==> config.mk <==
export PLATFORM = sky130hd
export DESIGN_NAME = vertex_buffer_pingpong
export DESIGN_NICKNAME = d
export VERILOG_FILES = /design/src/rtl/vertex_buffer_pingpong.sv
export SDC_FILE = /design/constraint.sdc
export NUM_CORES = 1
export LEC_CHECK = 0
export BUFFER_PORTS_ARGS = -buffer_cell sky130_fd_sc_hd__buf_2
export CAP_MARGIN = 10
export CORE_MARGIN = 4
export CORE_UTILIZATION = 40
export CTS_BUF_LIST = sky130_fd_sc_hd__clkbuf_2 sky130_fd_sc_hd__clkbuf_4 sky130_fd_sc_hd__clkbuf_8
export CTS_CLUSTER_SIZE = 20
export DETAILED_ROUTE_END_ITERATION = 8
export SLEW_MARGIN = 20
export SYNTH_ARGS = -nofsm -noshare
export SYNTH_HDL_FRONTEND = slang
export SYNTH_SLANG_ARGS = --single-unit
==> constraint.sdc <==
create_clock -name clk -period 7.6 [get_ports clk]
set_input_delay 0 -clock clk [delete_from_list [all_inputs] [get_ports clk]]
set_output_delay 0 -clock clk [all_outputs]
set_load 0.1 [all_outputs]
==> src/rtl/vertex_buffer_pingpong.sv <==
// Double-banked feature-vector accumulator: one bank accumulates streamed partial sums
// while the other, closed bank is drained OUT_LANES elements per beat to the Output SRAM.
//
//   state    | meaning
//   S_IDLE   | waiting for the oldest bank (rd_bank) to become full
//   S_REQ    | out_req asserted, waiting for out_grant
//   S_STREAM | one output beat per cycle until the eos beat, then bank is zeroed and released
module vertex_buffer_pingpong #(
    parameter int FV_SIZE    = 16,
    parameter int MAX_FV_NUM = 16,
    parameter int OUT_LANES  = 2,
    parameter int NODEID_W   = 10,
    parameter bit SAT_EN     = 1'b1
) (
    input  logic                           clk,
    input  logic                           reset,
    input  logic                           in_valid,
    input  logic                           in_sos,
    input  logic                           in_eos,
    input  logic                           in_change,
    input  logic [FV_SIZE-1:0]             in_data,
    input  logic [NODEID_W-1:0]            in_nodeid,
    output logic                           in_ready,
    output logic                           out_req,
    input  logic                           out_grant,
    output logic                           out_valid,
    output logic                           out_sos,
    output logic                           out_eos,
    output logic [NODEID_W-1:0]            out_nodeid,
    output logic [OUT_LANES*FV_SIZE-1:0]   out_data,
    output logic [$clog2(MAX_FV_NUM):0]    out_fv_num,
    output logic                           busy,
    output logic                           err
);

    localparam int IDX_W = $clog2(MAX_FV_NUM);
    localparam int CNT_W = IDX_W + 1;

    typedef enum logic [1:0] {
        S_IDLE,
        S_REQ,
        S_STREAM
    } state_t;

    state_t state, state_nx;

    logic [FV_SIZE-1:0]  bank [2][MAX_FV_NUM];
    logic [CNT_W-1:0]    fv_num [2];
    logic [NODEID_W-1:0] nodeid [2];
    logic [1:0]          full;

    logic                wr_bank;
    logic [IDX_W-1:0]    wr_idx;
    logic                in_prog;
    logic                rd_bank;
    logic [CNT_W-1:0]    rd_idx;

    logic                accept;
    logic                write_en;
    logic [IDX_W-1:0]    wr_pos;
    logic [FV_SIZE-1:0]  acc_val;
    logic                drain_done;
    logic [CNT_W:0]      lane_pos;

    function automatic logic [FV_SIZE-1:0] acc_add(input logic [FV_SIZE-1:0] a,
                                                   input logic [FV_SIZE-1:0] b);
        logic [FV_SIZE:0] s;
        s = {a[FV_SIZE-1], a} + {b[FV_SIZE-1], b};
        if (SAT_EN && (s[FV_SIZE] != s[FV_SIZE-1])) begin
            // Sign of the wide sum tells which rail was crossed
            if (s[FV_SIZE])
                return {1'b1, {(FV_SIZE-1){1'b0}}};
            else
                return {1'b0, {(FV_SIZE-1){1'b1}}};
        end
        return s[FV_SIZE-1:0];
    endfunction

    assign in_ready   = !full[wr_bank];
    assign accept     = in_valid && in_ready;
    assign write_en   = accept && (in_sos || in_prog);
    assign wr_pos     = in_sos ? '0 : wr_idx;
    assign acc_val    = acc_add(bank[wr_bank][wr_pos], in_data);

    assign out_req    = (state == S_REQ);
    assign out_valid  = (state == S_STREAM);
    assign out_sos    = (state == S_STREAM) && (rd_idx == '0);
    assign out_eos    = (state == S_STREAM) &&
                        (({1'b0, rd_idx} + (CNT_W+1)'(OUT_LANES)) >= {1'b0, fv_num[rd_bank]});
    assign out_nodeid = (state != S_IDLE) ? nodeid[rd_bank] : '0;
    assign out_fv_num = (state != S_IDLE) ? fv_num[rd_bank] : '0;
    assign drain_done = out_eos;
    assign busy       = (|full) || in_prog || (state != S_IDLE);

    always_comb begin
        out_data = '0;
        lane_pos = '0;
        if (state == S_STREAM) begin
            for (int k = 0; k < OUT_LANES; k++) begin
                lane_pos = {1'b0, rd_idx} + (CNT_W+1)'(k);
                if (lane_pos < {1'b0, fv_num[rd_bank]})
                    out_data[k*FV_SIZE +: FV_SIZE] = bank[rd_bank][lane_pos[IDX_W-1:0]];
            end
        end
    end

    always_comb begin
        state_nx = state;
        case (state)
            S_IDLE:   if (full[rd_bank]) state_nx = S_REQ;
            S_REQ:    if (out_grant)     state_nx = S_STREAM;
            S_STREAM: if (out_eos)       state_nx = S_IDLE;
            default:                     state_nx = S_IDLE;
        endcase
    end

    always_ff @(posedge clk) begin
        if (reset)
            state <= S_IDLE;
        else
            state <= state_nx;
    end

    always_ff @(posedge clk) begin
        if (reset) begin
            for (int b = 0; b < 2; b++) begin
                for (int i = 0; i < MAX_FV_NUM; i++)
                    bank[b][i] <= '0;
                fv_num[b] <= '0;
                nodeid[b] <= '0;
            end
            full    <= '0;
            wr_bank <= 1'b0;
            wr_idx  <= '0;
            in_prog <= 1'b0;
            rd_bank <= 1'b0;
            rd_idx  <= '0;
            err     <= 1'b0;
        end else begin
            // Fill and drain always target different banks, so these never collide
            if (write_en)
                bank[wr_bank][wr_pos] <= acc_val;
            if (drain_done) begin
                for (int i = 0; i < MAX_FV_NUM; i++)
                    bank[rd_bank][i] <= '0;
                full[rd_bank] <= 1'b0;
                rd_bank       <= ~rd_bank;
            end

            if (accept) begin
                if (!in_sos && !in_prog) begin
                    err <= 1'b1;
                end else begin
                    if (in_sos) begin
                        nodeid[wr_bank] <= in_nodeid;
                        if (in_prog)
                            err <= 1'b1;
                    end
                    if (in_eos) begin
                        fv_num[wr_bank] <= CNT_W'(wr_pos) + CNT_W'(1);
                        full[wr_bank]   <= 1'b1;
                        wr_bank         <= ~wr_bank;
                        wr_idx          <= '0;
                        in_prog         <= 1'b0;
                    end else begin
                        in_prog <= 1'b1;
                        if (in_change) begin
                            if (wr_pos == IDX_W'(MAX_FV_NUM-1)) begin
                                wr_idx <= wr_pos;
                                err    <= 1'b1;
                            end else begin
                                wr_idx <= wr_pos + IDX_W'(1);
                            end
                        end else begin
                            wr_idx <= wr_pos;
                        end
                    end
                end
            end

            if (state == S_REQ)
                rd_idx <= '0;
            else if (state == S_STREAM)
                rd_idx <= rd_idx + CNT_W'(OUT_LANES);
        end
    end

endmodule
After elaboration in Yosys (flattened, before gate mapping)
Memories as Yosys holds them, arrays and structs flattened. A register that Yosys moved wholly into a read port is not among the register bits.
Index checks and enable logic that the tools add are counted.
Word-level totals
  input port bits: 33
  logic and storage cells: 156
  memories: 3
  bits in writable memories: 542
  bits in registers: 17
  output and inout port bits: 54
Memories
  bank: words 2, bits a word 256, rd ports 2, clocked after memory_dff 2, wr ports 2, RTL line 47  | logic [FV_SIZE-1:0] bank [2][MAX_FV_NUM];
  nodeid: words 2, bits a word 10, rd ports 1, clocked after memory_dff 1, wr ports 2, RTL line 49  | logic [NODEID_W-1:0] nodeid [2];
  fv_num: words 2, bits a word 5, rd ports 1, clocked after memory_dff 1, wr ports 2, RTL line 48  | logic [CNT_W-1:0] fv_num [2];
Operators by class
  $add $sub $neg: 6
  equality and inequality tests: 7
  magnitude comparators: 11
  reduce and logical (&&, ||, !) cells: 26
  mux-type cells: 86
  bitwise gates (word level): 9
Operators by type and width (number)
  2-to-1 mux 256 bit: 4
  OR reduction 256 bit: 2
  binary-select mux 16 bit (select 4 bit): 3
  2-to-1 mux 16 bit: 12
  demux 16 bit (select 4 bit): 1
  2-to-1 mux 1 bit: 46
  2-to-1 mux 32 bit: 1
  2-to-1 mux 10 bit: 2
  adder 16 x 16 -> 17 bit: 1
  2-to-1 mux 2 bit: 8
  2-to-1 mux 4 bit: 4
  greater-or-equal comparator 5 bit (second input constant): 3
  inverter 4 -> 5 bit: 3
  2-to-1 mux 5 bit: 2
  OR reduction 10 bit: 1
  logical AND 1 bit: 8
  adder 5 x 1 -> 6 bit (second input constant): 1
  adder 5 x 2 -> 6 bit (second input constant): 1
  greater-or-equal comparator 6 x 5 -> 1 bit: 1
  less-than comparator 6 x 5 -> 1 bit: 1
  case mux 2 bit (3 select lines): 1
  AND reduction 3 bit: 2
  adder 4 x 1 -> 5 bit (second input constant): 1
  adder 5 x 2 -> 5 bit (second input constant): 1
  other kinds (24): 35

Depth between registers and ports, before layout
Gate-level depths: netlist of the first run.
  depth after elaboration: 12
  gate-level depth with buffers: 28
  depth with buffers taken out: 20

Worst setup path after synthesis of the first run
OpenSTA, ideal clock, no wires.
  path type: reg-to-reg
  start: register wr_idx[0]
  end: memory bank[1][106] (netlist name)
  period minus slack after synthesis: 6001 ps
  arrival time: 5931 ps
  cell stages (with the launch flop): 27
  slack: 1599 ps
  library setup time: 70 ps
  buffers on the path: 8
  required time: 7530 ps
  cell sequence: dfxtp_1 nor2b_1 clkbuf_1 buf_2 buf_2 buf_2 mux4_2 nand2_1 o211ai_1 ha_1 clkbuf_1 nand2_1 nor3_1 a21boi_0 o21bai_1 a31oi_1 xnor2_1 ha_1 clkbuf_1 buf_1 nor2_1 nand2_1 mux2i_1 nor4_1 clkbuf_1 nand3_1 a21oi_1
RTL lines
  start, declared: RTL line 53  | logic [IDX_W-1:0] wr_idx;
  start signal, assigned: RTL line 169  | wr_idx <= wr_pos;
  start signal, assigned: RTL line 172  | wr_idx <= wr_pos + IDX_W'(1);
  start signal, assigned: RTL line 175  | wr_idx <= wr_pos;
  end, declared: RTL line 47

==> summary.md, run 1 <==
| Metric | Value |
|---|---|
| Synth Area in XOR/XNOR | `0.447%` |
| CTS H-Tree Depth | `3` |
| Top_reg_cell synth | `dfxtp_1` |
| Post-synth EDFFs | `30` |
| Slowest library cell on the worst path | `mux2i_1` |
| Netlist cell types | `74` |
| Clock Latency Late Sink | `0.70 ns` |
| Worst rel slew slack | `26.2%` |
| Path depth of the worst reg2reg path | `23` |
| Die ar. | `0.0778 sq mm` |
| Sw Ratio | `28.2%` |
| DR vias | `26300` |
| Reg area | `0.0115 sq mm` |
| Fraction of layout cells with a size suffix above 1 | `23.0%` |
| Max VDD drop | `111 uV` |
| First drt pass iteration count | `6` |
| Max-cap violations | `0` |
| Via/cell ratio | `6.66` |
| CTS sink count | `560` |
| Final count of hold timing violations | `0` |
| LEAKAGE | `11.4 nW` |
| Synth Area in Adders | `1.47%` |
| Layout overhead on the synthesized area | `12.8%` |
| Die width | `279 um` |
| Final period utilization | `93.5%` |
| Global-route wire length before repair | `166 mm` |
| Initial antenna violation count | `1` |
| Syn Std Cell Area | `0.0294 sq mm` |
| Reg clk slew, reported paths | `0.06 ns` |
| Root Driver | `clkbuf_8` |
| Die Height | `279 um` |
| Outcome | `finished, final reports clean` |
| Mapped Nets | `2963` |
| PnR worst setup slack | `0.495 ns` |
| CTS tree | `yes` |
| CP Launch Type | `flip-flop` |
| NetSw | `1.97 mW` |
| Max Clk Rate | `141 MHz` |
| Internal power | `5.01 mW` |
| Syn Inst Count | `2896` |
| Register area share after synthesis | `39.2%` |
| Synth warnings | `0` |
| Num ports | `87` |
| Initial Utilization | `40.3%` |
| Final core occ | `45.5%` |
| Drt initial violations | `3234` |
| Drt total wl | `111 mm` |
| Setup_tns | `0 ns` |
| Gate power share | `11.9%` |
| Clock buffer depth | `3` |
| Crit path DAT | `7.73 ns` |
| RR Endpoint | `bank[1][136]` |
| GPL Wtd Cong | `0.966` |
| Simple-gate portion of the synthesized area | `14.3%` |
| Number of port buffers | `86` |
| Hold crit path type | `input pin to flip-flop` |
| Crit. path cell count | `23` |
| Slew Limit Fails | `0` |
| Row count | `99` |
| R2r setup slk | `0.50 ns` |
| # DRC | `0` |
| Critical path, cell by cell | `nor2b_4 > buf_12 > mux4_2 > mux2i_1 > o22ai_1 > a21oi_1 > o211ai_1 > ha_1 > a21o_1 > a21oi_1 > a21boi_0 > buf_4 > o21bai_1 > a31oi_1 > xnor2_1 > ha_1 > nand3b_1 > nand2_1 > or3_1 > buf_4 > a211oi_2 > a21o_1 > a22o_1` |
| Total GRT Usage | `27.7%` |
| Sequential share of power | `45.7%` |
| Crit-path max cell delay | `0.62 ns` |
| Setup CP Type | `flip-flop to flip-flop` |
| # nets final | `2984` |
| RSZ-0062 raised after global routing | `no` |
| Core ar. | `0.0728 sq mm` |
| Mean Syn Cell Area | `10.1 sq um` |
| Vias in the first global route | `25500` |
| Fillers | `6755` |
| WP data required | `8.22 ns` |
| Worst Setup EP | `bank[1][136]` |
| Worst Path Buf+Inv | `3` |
| Finish-stage setup viols | `0` |
| Flops & latches, synth | `560` |
| Clock share of power | `42.4%` |
| Period minus WS final | `7.10 ns` |
| Synth Area in Compound Gates | `16.8%` |
| Placed insts | `3760` |
| Worst-Margin Slew | `1.10 ns` |
| Crit path max-delay family | `compound AO/OA/AOI/OAI gates` |
| Multiplexer share of the synthesized area | `23.8%` |
| CTS buffer count | `92` |
| Skew final | `0.0335 ns` |
| Async S/R FF share, synth | `0%` |
| CTS resizes | `0` |
| DR WL/cell | `28.1 um` |
| DP Wirelength | `77.6 mm` |
| Total power | `6.97 mW` |
| Overflow after GRT | `0` |
| Pin count of the biggest net entering global routing | `155` |
| Non-Filler Instances | `3950` |
| DP Worst Slack | `0.734 ns` |
| PwrDens | `211 mW/mm^2` |
| R2r startpoint | `wr_idx[0]` |
| Peak fanout along the critical path | `43` |
| Area of the multi-input gates | `0.0168 sq mm` |
| Setup crit end kind | `flip-flop` |
| CP Launch Point | `wr_idx[0]` |
| Largest family of logic cells by synthesized area | `multiplexers` |
| Antenna viol nets, final | `0` |
cell usage in the layout (no fill, tap or decap), drive strengths merged, types with 5 or more instances in the layout:
master       count
xnor2           11
o22ai          178
and2            32
nand3          318
nand4            7
a21o             8
nand3b           7
o21ai           52
nor3            15
ha              33
a22o            98
edfxtp          30
nor4             6
o21a             7
buf            185
and3             6
dlygate4sd3     22
mux2i           48
mux4           288
a21oi          228
a31oi           20
clkbuf         139
dfxtp          530
o31ai           12
o211ai          45
inv             19
a211oi          23
nor2           157
a22oi           17
bufinv           5
o32ai           16
nor2b           42
nand2          289
a32o            15
clkinv          17
worst min path at each step:
stage	slack (ns)	end	from	depth (start not counted)
detailed placement	0.23	state[0]	out_grant	2
global route	0.10	state[0]	out_grant	3
finish	0.08	bank[1][242]	in_data[2]	5
global placement	0.24	state[0]	out_grant	2
floorplan	0.12	state[0]	out_grant	1
CTS	0.03	bank[1][242]	in_data[2]	5
per-stage QoR:
stage / hold WS (ns) / instance area (sq um)
floorplan: 0.123 / 29400
global placement: 0.235 / 30800
detailed placement: 0.231 / 30800
CTS: 0.0279 / 33100
global route: 0.101 / 33100
finish: 0.0835 / 33100
kinds of logic (layout without fill, tap and decap cells):
| kind of cell | count (synthesis) | count (layout) |
|---|---|---|
| xor+xnor | 15 | 15 |
| flops | 560 | 560 |
| fa+ha+maj | 34 | 34 |
| simple gates | 904 | 904 |
| other cells | 0 | 2 |
| buf+inv | 298 | 391 |
| mux | 339 | 339 |
| compound gates | 746 | 746 |
area by class of cell:
class	count	area share, %
timing repair buffer	207	4.40
antenna	2	0.0151
tap	959	3.62
clock inverter	27	0.827
sequential	560	34.8
multi-input combinational	2038	50.8
clock buffer	139	5.34
inverter	18	0.227
worst min-delay path, cell delays in order:
cell,delay (ns)
buf_2,0.10
ha_1,0.22
xor2_1,0.15
nor2_1,0.09
o21ai_0,0.16
cell usage after synthesis, drive strengths merged, types with 4 or more instances:
master / instances / area share [%]
o21ai: 52 / 0.94
a21oi: 228 / 3.9
buf: 90 / 1.3
and3: 6 / 0.13
o32ai: 16 / 0.48
a22oi: 17 / 0.43
nor3b: 4 / 0.12
mux2i: 48 / 1.6
or2: 4 / 0.085
a21o: 8 / 0.20
clkbuf: 190 / 2.4
xor2: 4 / 0.12
nand3: 318 / 5.4
nand3b: 7 / 0.18
nor3: 15 / 0.27
o22ai: 178 / 3.8
xnor2: 11 / 0.33
o31ai: 12 / 0.31
a22o: 98 / 2.9
a32o: 15 / 0.51
nand2b: 4 / 0.085
o21a: 7 / 0.18
nand4: 7 / 0.15
a31oi: 20 / 0.43
ha: 33 / 1.4
and2: 32 / 0.68
mux4: 288 / 22
a211oi: 23 / 0.60
dfxtp: 530 / 36
or4: 4 / 0.10
nand2: 289 / 3.7
nor4: 6 / 0.22
nor2b: 42 / 0.89
edfxtp: 30 / 3.1
inv: 17 / 0.22
o211ai: 45 / 1.2
nor2: 157 / 2.0
per-layer routing:
metal | global-route usage, % | part of all wire (%) | wire length [um]
met5 | 0 | 0 | 0
met4 | 10.3 | 3.8 | 4190
met2 | 41.0 | 43 | 48100
met3 | 10.4 | 14 | 15400
met1 | 37.3 | 39 | 43400
power groups by stage:
stage	registers [mW]	logic, mW	clock network, mW
floorplan	3.20	0.553	0
global placement	3.23	0.783	0
detailed placement	3.24	0.799	0
CTS	3.18	0.811	2.97
global route	3.19	0.877	3.11
finish	3.18	0.832	2.96
flip-flops by register name, summed over array words and instances (netlist names), named ones only:
| register | count |
|---|---|
| bank | 512 |
| err | 1 |
| full | 2 |
| fv_num | 10 |
| in_prog | 1 |
| nodeid | 20 |
| rd_bank | 1 |
| rd_idx | 4 |
| state | 2 |
| wr_bank | 1 |
| wr_idx | 4 |
timing repair:
item	4_1_cts	5_1_grt
hold endpoints to repair	56	0
hold buffers	22	0
buffers inserted	0	0
No activity file was read; power rests on OpenSTA's default activity.
==> run 2, diff against run 1 <==
--- a/config.mk
+++ b/config.mk
@@ -8,10 +8,11 @@
 export BUFFER_PORTS_ARGS = -buffer_cell sky130_fd_sc_hd__buf_2
 export CAP_MARGIN = 10
 export CORE_MARGIN = 4
-export CORE_UTILIZATION = 40
+export CORE_UTILIZATION = 61
 export CTS_BUF_LIST = sky130_fd_sc_hd__clkbuf_2 sky130_fd_sc_hd__clkbuf_4 sky130_fd_sc_hd__clkbuf_8
 export CTS_CLUSTER_SIZE = 20
 export DETAILED_ROUTE_END_ITERATION = 8
+export PLACE_DENSITY = 0.78
 export SLEW_MARGIN = 20
 export SYNTH_ARGS = -nofsm -noshare
 export SYNTH_HDL_FRONTEND = slang
==> run 2 against run 1 <==
Against the previous run: wire length decreased by 6.5%; register-to-register slack lost 0.10 ns; critical endpoint is now bank[0][116]; global-route usage is 12 points higher; sequential power hardly changed; maximum frequency shrank 1.4%; clock skew increased by 0.017 ns; count of clock-buffer cells in the layout up 3; combinational power down 0.6%.
==> summary.md, run 2 (synthesis results as in run 1) <==
| Metric | Value |
|---|---|
| Outcome | `finished, final reports clean` |
| Max VDD drop | `126 uV` |
| Die Height | `227 um` |
| Worst-Margin Slew | `1.16 ns` |
| DP Worst Slack | `0.626 ns` |
| Die width | `227 um` |
| CP Launch Type | `flip-flop` |
| Skew final | `0.0509 ns` |
| # nets final | `2968` |
| Layout overhead on the synthesized area | `10.9%` |
| Initial Utilization | `61.6%` |
| Setup crit end kind | `flip-flop` |
| Peak fanout along the critical path | `45` |
| Number of port buffers | `86` |
| Pin count of the biggest net entering global routing | `181` |
| Fillers | `3499` |
| Most frequent cells in the layout | `dfxtp_1 (525), nand3_1 (317), mux4_2 (288), nand2_1 (288), a21oi_1 (227)` |
| Worst Setup EP | `bank[0][116]` |
| LEAKAGE | `11.3 nW` |
| Internal power | `4.94 mW` |
| Final period utilization | `94.8%` |
| RR Endpoint | `bank[0][116]` |
| Row count | `80` |
| # DRC | `0` |
| DR vias | `27300` |
| Final count of hold timing violations | `0` |
| Clock buffer depth | `3` |
| RSZ-0062 raised after global routing | `yes` |
| Gate power share | `12.1%` |
| Via/cell ratio | `7.62` |
| Sw Ratio | `28.0%` |
| GPL Wtd Cong | `0.972` |
| Global-route wire length before repair | `156 mm` |
| Vias in the first global route | `26200` |
| Period minus WS final | `7.21 ns` |
| R2r startpoint | `wr_idx[0]` |
| Fraction of layout cells with a size suffix above 1 | `22.6%` |
| R2r setup slk | `0.39 ns` |
| Num ports | `87` |
| Critical path, cell by cell | `nor2b_4 > buf_12 > mux4_2 > mux2i_1 > o22ai_1 > a21oi_1 > o211ai_1 > ha_1 > nand2_1 > nor3_1 > a21boi_0 > buf_4 > o21bai_1 > a31oi_1 > xnor2_1 > ha_1 > nand3b_1 > nand2_1 > or3_1 > a31oi_4 > buf_4 > o21ai_2 > o22ai_1` |
| CTS tree | `yes` |
| WP data required | `8.18 ns` |
| First drt pass iteration count | `8` |
| Path depth of the worst reg2reg path | `23` |
| Worst rel slew slack | `22.3%` |
| DP Wirelength | `70.3 mm` |
| Most flops, register | `bank` |
| PnR worst setup slack | `0.393 ns` |
| PwrDens | `211 mW/mm^2` |
| Antenna viol nets, final | `0` |
| Max-cap violations | `0` |
| Root Driver | `clkbuf_8` |
| Finish-stage setup viols | `0` |
| CTS H-Tree Depth | `3` |
| Crit-path max cell delay | `0.59 ns` |
| Clock Latency Late Sink | `0.70 ns` |
| Post-placement cell area | `0.0303 sq mm` |
| Hold crit path type | `input pin to flip-flop` |
| CP Launch Point | `wr_idx[0]` |
| Drt total wl | `104 mm` |
| Hold WS | `0.0681 ns` |
| Reg clk slew, reported paths | `0.06 ns` |
| Overflow after GRT | `0` |
| CTS sink count | `560` |
| Core ar. | `0.0476 sq mm` |
| Sequential share of power | `46.3%` |
| Max Clk Rate | `139 MHz` |
| Initial antenna violation count | `9` |
| Total GRT Usage | `39.3%` |
| Cell area after layout | `0.0326 sq mm` |
| Largest register FFs | `512` |
| Drt initial violations | `4793` |
| NetSw | `1.92 mW` |
| Slew Limit Fails | `0` |
| CTS buffer count | `89` |
| Clock share of power | `41.6%` |
| Crit path DAT | `7.79 ns` |
| Largest registers | `bank (512), nodeid (20), fv_num (10)` |
| DR WL/cell | `28.9 um` |
| Setup CP Type | `flip-flop to flip-flop` |
| Slowest library cell on the worst path | `or3_1` |
| Most common cell after layout, fill and taps aside | `dfxtp_1` |
| Die ar. | `0.0517 sq mm` |
[run 2: power groups by stage]
stage	sequential (mW)	clock (mW)	combinational [mW]
global route	3.19	2.98	0.861
CTS	3.17	2.84	0.790
global placement	3.23	0	0.758
floorplan	3.20	0	0.553
finish	3.18	2.86	0.827
detailed placement	3.24	0	0.777
[run 2: worst min-delay path by stage]
stage / from / end / slack (ns) / depth (start not counted)
6_report: in_data[8] / bank[1][248] / 0.07 / 5
2_1_floorplan: out_grant / state[0] / 0.12 / 1
3_5_place_dp: out_grant / state[0] / 0.24 / 2
5_1_grt: out_grant / state[0] / 0.1 / 3
4_1_cts: in_data[8] / bank[1][248] / 0.04 / 5
3_3_place_gp: out_grant / state[0] / 0.24 / 2
[run 2: final cells by class]
cell class | count | area, sq um | area share, %
Antenna cell | 1 | 2.50 | 0.00768
Inverter | 18 | 75.1 | 0.230
Sequential cell | 560 | 11500 | 35.4
Clock inverter | 19 | 186 | 0.572
Multi-Input combinational cell | 2038 | 16800 | 51.6
Clock buffer | 142 | 1790 | 5.48
Tap cell | 615 | 769 | 2.36
Timing Repair Buffer | 194 | 1410 | 4.32
[run 2: critical path, delay by kind of cell, from the launching register on]
| family | cells | cell delay, ns |
|---|---|---|
| AO/OA/AOI/OAI | 9 | 2.26 |
| AND/OR/NAND/NOR | 6 | 1.41 |
| multiplexers | 2 | 1.00 |
| buffers and inverters | 3 | 0.94 |
| adder cells (fa/ha/maj) | 2 | 0.79 |
| flip-flops | 1 | 0.41 |
| XOR/XNOR | 1 | 0.17 |
[run 2: timing repair]
action,in CTS,in global routing
endpoints found under the setup margin,0,63
hold buffers,22,0
buffers inserted,0,0
endpoints found under the hold margin,51,0
resized for setup,0,3
[run 2: metrics by stage]
| stage | util (%) | total power [mW] | instances | TNS, ns |
|---|---|---|---|---|
| floorplan | - | 3.75 | 2896 | 0 |
| global placement | 63.6 | 3.99 | 3402 | 0 |
| detailed placement | 63.6 | 4.02 | 3402 | 0 |
| CTS | 68.2 | 6.80 | 3585 | 0 |
| global route | 68.4 | 7.03 | 3587 | -0.731 |
| finish | 68.4 | 6.87 | 3587 | 0 |
[run 2: routing by layer]
| layer | track usage, % | part of all wire [%] | up-vias | wire (um) |
|---|---|---|---|---|
| li1 | - | - | 11200 | - |
| met1 | 50.9 | 34 | 13000 | 34800 |
| met2 | 58.5 | 43 | 2574 | 45100 |
| met3 | 14.4 | 17 | 547 | 17400 |
| met4 | 20.6 | 6.2 | 14 | 6420 |
| met5 | 0 | 0.089 | - | 92 |
